File: src/rtl/spread_pkg.sv
// Shared types, default sizes and width helpers for the spread tracker.
package spread_pkg;

  typedef enum logic [1:0] {
    ST_IDLE   = 2'd0,
    ST_RUN    = 2'd1,
    ST_HALTED = 2'd2
  } state_e;

  localparam int PRICE_W_DEF  = 8;
  localparam int CHANNELS_DEF = 4;
  localparam int DEPTH_DEF    = 8;

  // Signed spread width: one extra bit so buy - sell never overflows.
  function automatic int spread_w(input int price_w);
    return price_w + 1;
  endfunction

  // Running-sum width: DEPTH spreads accumulated without overflow.
  function automatic int sum_w(input int price_w, input int depth);
    return price_w + 1 + $clog2(depth);
  endfunction

endpackage

File: src/rtl/spread_window.sv
// Per-channel statistics: last spread, min/max, and a DEPTH-deep moving sum.
module spread_window
  import spread_pkg::*;
#(
  parameter int  PRICE_W = PRICE_W_DEF,
  parameter int  DEPTH   = DEPTH_DEF,
  localparam int SW      = spread_w(PRICE_W),
  localparam int LD      = $clog2(DEPTH),
  localparam int SUM_W   = sum_w(PRICE_W, DEPTH)
) (
  input  logic                 clk,
  input  logic                 reset_n,
  input  logic                 wr_en,
  input  logic signed [SW-1:0] s,
  output logic signed [SW-1:0] spread_now,
  output logic signed [SW-1:0] spread_min,
  output logic signed [SW-1:0] spread_max,
  output logic signed [SW-1:0] spread_avg,
  output logic [LD:0]          fill
);

  logic signed [SW-1:0]    buf_q [DEPTH];
  logic signed [SW-1:0]    buf_d [DEPTH];
  logic [LD-1:0]           wr_ptr_q, wr_ptr_d;
  logic signed [SUM_W-1:0] sum_q, sum_d;
  logic [LD:0]             fill_q, fill_d;
  logic signed [SW-1:0]    now_q, now_d;
  logic signed [SW-1:0]    min_q, min_d;
  logic signed [SW-1:0]    max_q, max_d;
  logic                    seen_q, seen_d;
  logic signed [SW-1:0]    old_s;

  // Next-state for the window: overwrite oldest entry, adjust sum and stats.
  always_comb begin
    buf_d    = buf_q;
    wr_ptr_d = wr_ptr_q;
    sum_d    = sum_q;
    fill_d   = fill_q;
    now_d    = now_q;
    min_d    = min_q;
    max_d    = max_q;
    seen_d   = seen_q;
    old_s    = buf_q[wr_ptr_q];
    if (wr_en) begin
      buf_d[wr_ptr_q] = s;
      wr_ptr_d        = wr_ptr_q + LD'(1);
      sum_d           = sum_q + {{LD{s[SW-1]}}, s} - {{LD{old_s[SW-1]}}, old_s};
      if (fill_q != (LD+1)'(DEPTH)) fill_d = fill_q + (LD+1)'(1);
      now_d  = s;
      // The first sample seeds both extremes; the reset zeros are not data.
      if (!seen_q || (s < min_q)) min_d = s;
      if (!seen_q || (s > max_q)) max_d = s;
      seen_d = 1'b1;
    end
  end

  // Window state registers with asynchronous clear.
  always_ff @(posedge clk or negedge reset_n) begin
    if (!reset_n) begin
      for (int i = 0; i < DEPTH; i++) buf_q[i] <= '0;
      wr_ptr_q <= '0;
      sum_q    <= '0;
      fill_q   <= '0;
      now_q    <= '0;
      min_q    <= '0;
      max_q    <= '0;
      seen_q   <= 1'b0;
    end else begin
      buf_q    <= buf_d;
      wr_ptr_q <= wr_ptr_d;
      sum_q    <= sum_d;
      fill_q   <= fill_d;
      now_q    <= now_d;
      min_q    <= min_d;
      max_q    <= max_d;
      seen_q   <= seen_d;
    end
  end

  // Floor average: arithmetic shift keeps negative sums rounding toward -inf.
  always_comb begin
    spread_now = now_q;
    spread_min = min_q;
    spread_max = max_q;
    spread_avg = SW'(sum_q >>> LD);
    fill       = fill_q;
  end

endmodule

File: src/rtl/spread_tracker.sv
// Multi-channel signed spread tracker with run/halt control and readout mux.
// Update handshake: an update is taken on a rising edge when the FSM is in RUN,
// enable_count=1, match_siganl=1, halt_signal=0 and ch_sel is a valid channel;
// upd_valid/upd_ch then pulse for exactly the following cycle. No backpressure.
module spread_tracker
  import spread_pkg::*;
#(
  parameter int  PRICE_W  = PRICE_W_DEF,
  parameter int  CHANNELS = CHANNELS_DEF,
  parameter int  DEPTH    = DEPTH_DEF,
  localparam int SW       = spread_w(PRICE_W),
  localparam int CH_W     = (CHANNELS > 1) ? $clog2(CHANNELS) : 1,
  localparam int LD       = $clog2(DEPTH)
) (
  input  logic                 clk,
  input  logic                 reset_n,
  input  logic                 enable_count,
  input  logic                 halt_signal,
  input  logic                 resume,
  input  logic                 match_siganl,
  input  logic [CH_W-1:0]      ch_sel,
  input  logic [PRICE_W-1:0]   buy_price,
  input  logic [PRICE_W-1:0]   sell_price,
  input  logic [CH_W-1:0]      rd_ch,
  output logic signed [SW-1:0] spread_now,
  output logic signed [SW-1:0] spread_min,
  output logic signed [SW-1:0] spread_max,
  output logic signed [SW-1:0] spread_avg,
  output logic [LD:0]          fill,
  output logic                 upd_valid,
  output logic [CH_W-1:0]      upd_ch,
  output logic                 halted,
  output state_e               dbg_state
);

  state_e               state_q, state_d;
  logic                 accept;
  logic                 ch_ok;
  logic signed [SW-1:0] s;
  logic [CHANNELS-1:0]  wr_en;
  logic                 upd_valid_q, upd_valid_d;
  logic [CH_W-1:0]      upd_ch_q, upd_ch_d;

  logic signed [SW-1:0] now_a [CHANNELS];
  logic signed [SW-1:0] min_a [CHANNELS];
  logic signed [SW-1:0] max_a [CHANNELS];
  logic signed [SW-1:0] avg_a [CHANNELS];
  logic [LD:0]          fill_a [CHANNELS];

  // Next-state logic: halt wins over everything, resume only leaves HALTED.
  always_comb begin
    state_d = state_q;
    case (state_q)
      ST_IDLE:   if (halt_signal) state_d = ST_HALTED;
                 else if (enable_count) state_d = ST_RUN;
      ST_RUN:    if (halt_signal) state_d = ST_HALTED;
                 else if (!enable_count) state_d = ST_IDLE;
      ST_HALTED: if (resume && !halt_signal) state_d = ST_IDLE;
      default:   state_d = ST_IDLE;
    endcase
  end

  // Accept qualification and the zero-extended signed subtractor.
  always_comb begin
    ch_ok       = (32'(ch_sel) < 32'(CHANNELS));
    accept      = (state_q == ST_RUN) && enable_count && match_siganl &&
                  !halt_signal && ch_ok;
    s           = $signed({1'b0, buy_price}) - $signed({1'b0, sell_price});
    upd_valid_d = accept;
    upd_ch_d    = accept ? ch_sel : '0;
  end

  // FSM state and update-pulse registers.
  always_ff @(posedge clk or negedge reset_n) begin
    if (!reset_n) begin
      state_q     <= ST_IDLE;
      upd_valid_q <= 1'b0;
      upd_ch_q    <= '0;
    end else begin
      state_q     <= state_d;
      upd_valid_q <= upd_valid_d;
      upd_ch_q    <= upd_ch_d;
    end
  end

  for (genvar c = 0; c < CHANNELS; c++) begin : g_ch
    assign wr_en[c] = accept && (ch_sel == CH_W'(c));
    spread_window #(.PRICE_W(PRICE_W), .DEPTH(DEPTH)) u_win (
      .clk        (clk),
      .reset_n    (reset_n),
      .wr_en      (wr_en[c]),
      .s          (s),
      .spread_now (now_a[c]),
      .spread_min (min_a[c]),
      .spread_max (max_a[c]),
      .spread_avg (avg_a[c]),
      .fill       (fill_a[c])
    );
  end

  // Readout mux; out-of-range channel selects read as all zeros.
  always_comb begin
    spread_now = '0;
    spread_min = '0;
    spread_max = '0;
    spread_avg = '0;
    fill       = '0;
    if (32'(rd_ch) < 32'(CHANNELS)) begin
      spread_now = now_a[rd_ch];
      spread_min = min_a[rd_ch];
      spread_max = max_a[rd_ch];
      spread_avg = avg_a[rd_ch];
      fill       = fill_a[rd_ch];
    end
    upd_valid = upd_valid_q;
    upd_ch    = upd_ch_q;
    halted    = (state_q == ST_HALTED);
    dbg_state = state_q;
  end

endmodule

File: config.mk
export PLATFORM = sky130hd
export DESIGN_NAME = spread_tracker
export DESIGN_NICKNAME = d
export VERILOG_FILES = /design/src/rtl/spread_pkg.sv /design/src/rtl/spread_window.sv /design/src/rtl/spread_tracker.sv
export SDC_FILE = /design/constraint.sdc
export NUM_CORES = 1
export LEC_CHECK = 0
export ABC_AREA = 0
export CAP_MARGIN = 30
export CORE_ASPECT_RATIO = 2
export CORE_UTILIZATION = 50
export CTS_CLUSTER_DIAMETER = 60
export DETAILED_ROUTE_END_ITERATION = 10
export PLACE_DENSITY = 0.67
export SYNTH_ARGS = -nofsm -noshare
export SYNTH_HDL_FRONTEND = slang
export SYNTH_HIERARCHICAL = 1
export SYNTH_SLANG_ARGS = --single-unit
export TNS_END_PERCENT = 10
File: constraint.sdc
create_clock -name clk -period 10.2 [get_ports clk]
set_clock_uncertainty 0.05 [all_clocks]
set_input_delay 2.04 -clock clk [delete_from_list [all_inputs] [get_ports clk]]
set_output_delay 2.04 -clock clk [all_outputs]
set_load 0.01 [all_outputs]
==> impl_metrics.json <==
{
  "outcome": "finished, violations left",
  "violations": "design-rule violations",
  "numCtsBuffers": 45,
  "yosysTopAreaCellShare": 0.448,
  "grt-ovfl-total": 0,
  "synth.distinct_cells": 62,
  "leakagePower_nw": 14.2,
  "ir_drop_v": 0.0000994,
  "rsz0062_at_grt": "no",
  "r2r_slack_ns": 6.06,
  "synth-seq-cells": 481,
  "rr_worst_depth": 12,
  "grt_pass1_wl_um": 110000,
  "rows": 119,
  "routed_wl_um": 69800,
  "track_usage": 0.265,
  "synth_common_cells": "dfrtp_1 (481), inv_1 (266), mux2_2 (222)",
  "hold_viol_final": 0,
  "synth.avg_cell_area_um2": 11.9,
  "setup_slack_ns": 3.74,
  "tns_ns": 0,
  "core_um2": 52900,
  "synth_area_leaders": "dfrtp_1 (45%), mux4_2 (9.4%), mux2_2 (9.3%), ha_1 (6.5%), o21ai_0 (3.9%)",
  "yosysTopAreaCell": "dfrtp_1",
  "grt_max_degree": 187,
  "period_share": 0.633,
  "cp-end-kind": "flip-flop",
  "worstHoldEndpoint": "g_ch[2].u_win/buf_q[23]",
  "h-tree-depth": 2,
  "die_height_um": 330,
  "holdWs_ns": 0.425,
  "syn_nets": 2476,
  "dieArea_um2": 54800,
  "async_reset_ff_frac": 1.00,
  "cts_resized": 0,
  "worst_pin_slew_ns": 1.13,
  "fillers": 4303,
  "syn_to_final_growth_pct": 10.1,
  "grt_pass1_vias": 19100,
  "min_path_cells": 2,
  "start_util": 0.509,
  "hold_class": "reg -> reg",
  "cts_sinks": 481,
  "max_cap_violations": 0,
  "yosys_warnings": 6,
  "synth_ff_type": "dfrtp_1",
  "synth_cells": 2265,
  "gp_congestion": 0.881,
  "cts-root-buf": "clkbuf_16",
  "io_buffer_count": 71,
  "synth.most_common_cell": "dfrtp_1",
  "critical_path_class": "in -> reg",
  "die_x_um": 166,
  "wl_per_cell_um": 23.4,
  "worstPathRequired_ns": 10.64,
  "num_vias": 17746,
  "clkTransAtPathRegs_ns": 0.06,
  "dp.final_hpwl_um": 48700,
  "diodes": 0,
  "drcViolationCount": 1,
  "syn_area_um2": 26900,
  "nets": 2498,
  "slew_headroom": 0.247,
  "drive_above_1_share": 0.216,
  "holdBufCountCts": 0,
  "r2r_end": "g_ch[2].u_win/sum_q[10]",
  "antenna_found_initial": 0,
  "vias_per_cell": 5.94,
  "preCtsSetupSlack_ns": 3.15,
  "arrival_ns": 6.90,
  "firstDrtPassIters": 9,
  "cp_max_fo": 32,
  "clk_path_buf_depth": 3,
  "cellPowerDensity_nw_per_um2": 159,
  "post_cts_buffers": 0,
  "hp-start": "g_ch[2].u_win/buf_q[23]",
  "final_antenna_net_count": 0,
  "slew_violations": 0,
  "yosysSeqAreaShare": 0.448,
  "min_period_ns": 6.46,
  "cts_tree": "built",
  "fmax_mhz": 155,
  "clk_latency_ns": 0.59,
  "finalSetupViolations": 0,
  "crit_path_start_kind": "input port",
  "dr.first_iter.drc_count": 856,
  "rr_startpoint": "g_ch[2].u_win/wr_ptr_q[0]",
  "synth_edf_count": 0,
  "ioPinCount": 72
}
stage by stage:
step	utilization	power (mW)	instance area, um2	instances
finish	0.560	4.71	29600	2988
global route	0.560	4.92	29600	2988
CTS	0.559	4.74	29500	2985
detailed placement	0.530	2.99	28000	2902
global placement	0.528	2.96	27900	2897
floorplan	-	2.65	26900	2265
cell type report:
class                   count  area (um2)  area share
clock inverters            13         135     0.00456
well taps                 665         832      0.0281
repair buffers            103        1060      0.0359
inverters                 266         998      0.0337
clock buffers              70        1390      0.0470
multi-input cells        1390       13200       0.444
flip-flops and latches    481       12000       0.406
per-layer routing:
| metal | global-route usage | wire length [um] | vias up | share of wire |
|---|---|---|---|---|
| li1 | - | - | 7902 | - |
| met1 | 0.285 | 25000 | 9206 | 0.36 |
| met2 | 0.489 | 37300 | 428 | 0.53 |
| met3 | 0.0345 | 2810 | 210 | 0.040 |
| met4 | 0.169 | 4700 | 0 | 0.067 |
| met5 | 0 | 0 | - | 0 |
report_power, final:
| group | switching, mW | internal (mW) |
|---|---|---|
| clock | 0.756 | 0.994 |
| combinational | 0.616 | 0.361 |
| sequential | 0.0381 | 1.95 |
state kept, by name, indices dropped and copies added (netlist names):
register	flops
g_ch.u_win/seen_q	4
g_ch.u_win/sum_q	48
upd_valid	1
g_ch.u_win/spread_now	36
upd_ch	2
g_ch.u_win/buf_q	288
dbg_state	2
g_ch.u_win/spread_min	36
g_ch.u_win/wr_ptr_q	12
g_ch.u_win/spread_max	36
g_ch.u_win/fill	16
cells in the final DEF (no fill, tap or decap), types with 13 or more instances in the layout:
cell	n
xnor2_1	30
clkbuf_8	13
mux2_2	222
nand3_1	15
a21oi_1	42
mux2i_1	76
clkbuf_16	47
buf_4	23
inv_1	265
a21o_1	24
a211oi_1	17
nor3_1	14
fa_1	45
nand2_1	210
xor2_1	21
clkdlybuf4s50_1	68
dfrtp_1	481
o21ai_0	211
ha_1	140
mux4_2	112
nor2_1	29
how the worst max path moves through the flow:
stage                 start                      end  slack (ns)  cells after the start
2_1_floorplan  buy_price[0]  g_ch[2].u_win/sum_q[10]        3.51                     18
3_3_place_gp   buy_price[0]  g_ch[2].u_win/sum_q[10]        3.23                     20
3_5_place_dp   buy_price[0]  g_ch[2].u_win/sum_q[10]        3.15                     20
4_1_cts        buy_price[0]  g_ch[2].u_win/sum_q[10]        3.79                     20
5_1_grt        buy_price[0]  g_ch[0].u_win/sum_q[10]        3.49                     20
6_report       buy_price[0]  g_ch[2].u_win/sum_q[10]        3.74                     20
kinds of logic (layout without fill, tap and decap cells):
family,after synthesis,in the layout,share of synthesized area
flops,481,481,0.448
mux,418,418,0.219
buf+inv,394,452,0.0676
compound gates,379,379,0.0862
simple gates,353,353,0.0627
fa+ha+maj,185,185,0.0986
xor+xnor,55,55,0.0179
worst max-delay path, stage by stage:
cell and delay (ns):
clkdlybuf4s50_1 0.45, inv_1 0.04, ha_1 0.21, fa_1 0.46, nor2b_4 0.14, o21ai_2 0.07
a21boi_2 0.23, o21ai_0 0.24, a21oi_4 0.20, buf_4 0.40, inv_1 0.23, fa_1 0.55
inv_1 0.05, ha_1 0.33, a211o_1 0.29, o21bai_1 0.16, a31oi_1 0.26, a21oi_1 0.12
o21a_1 0.18, o31ai_1 0.22
Power figures use the tool's default switching activity.
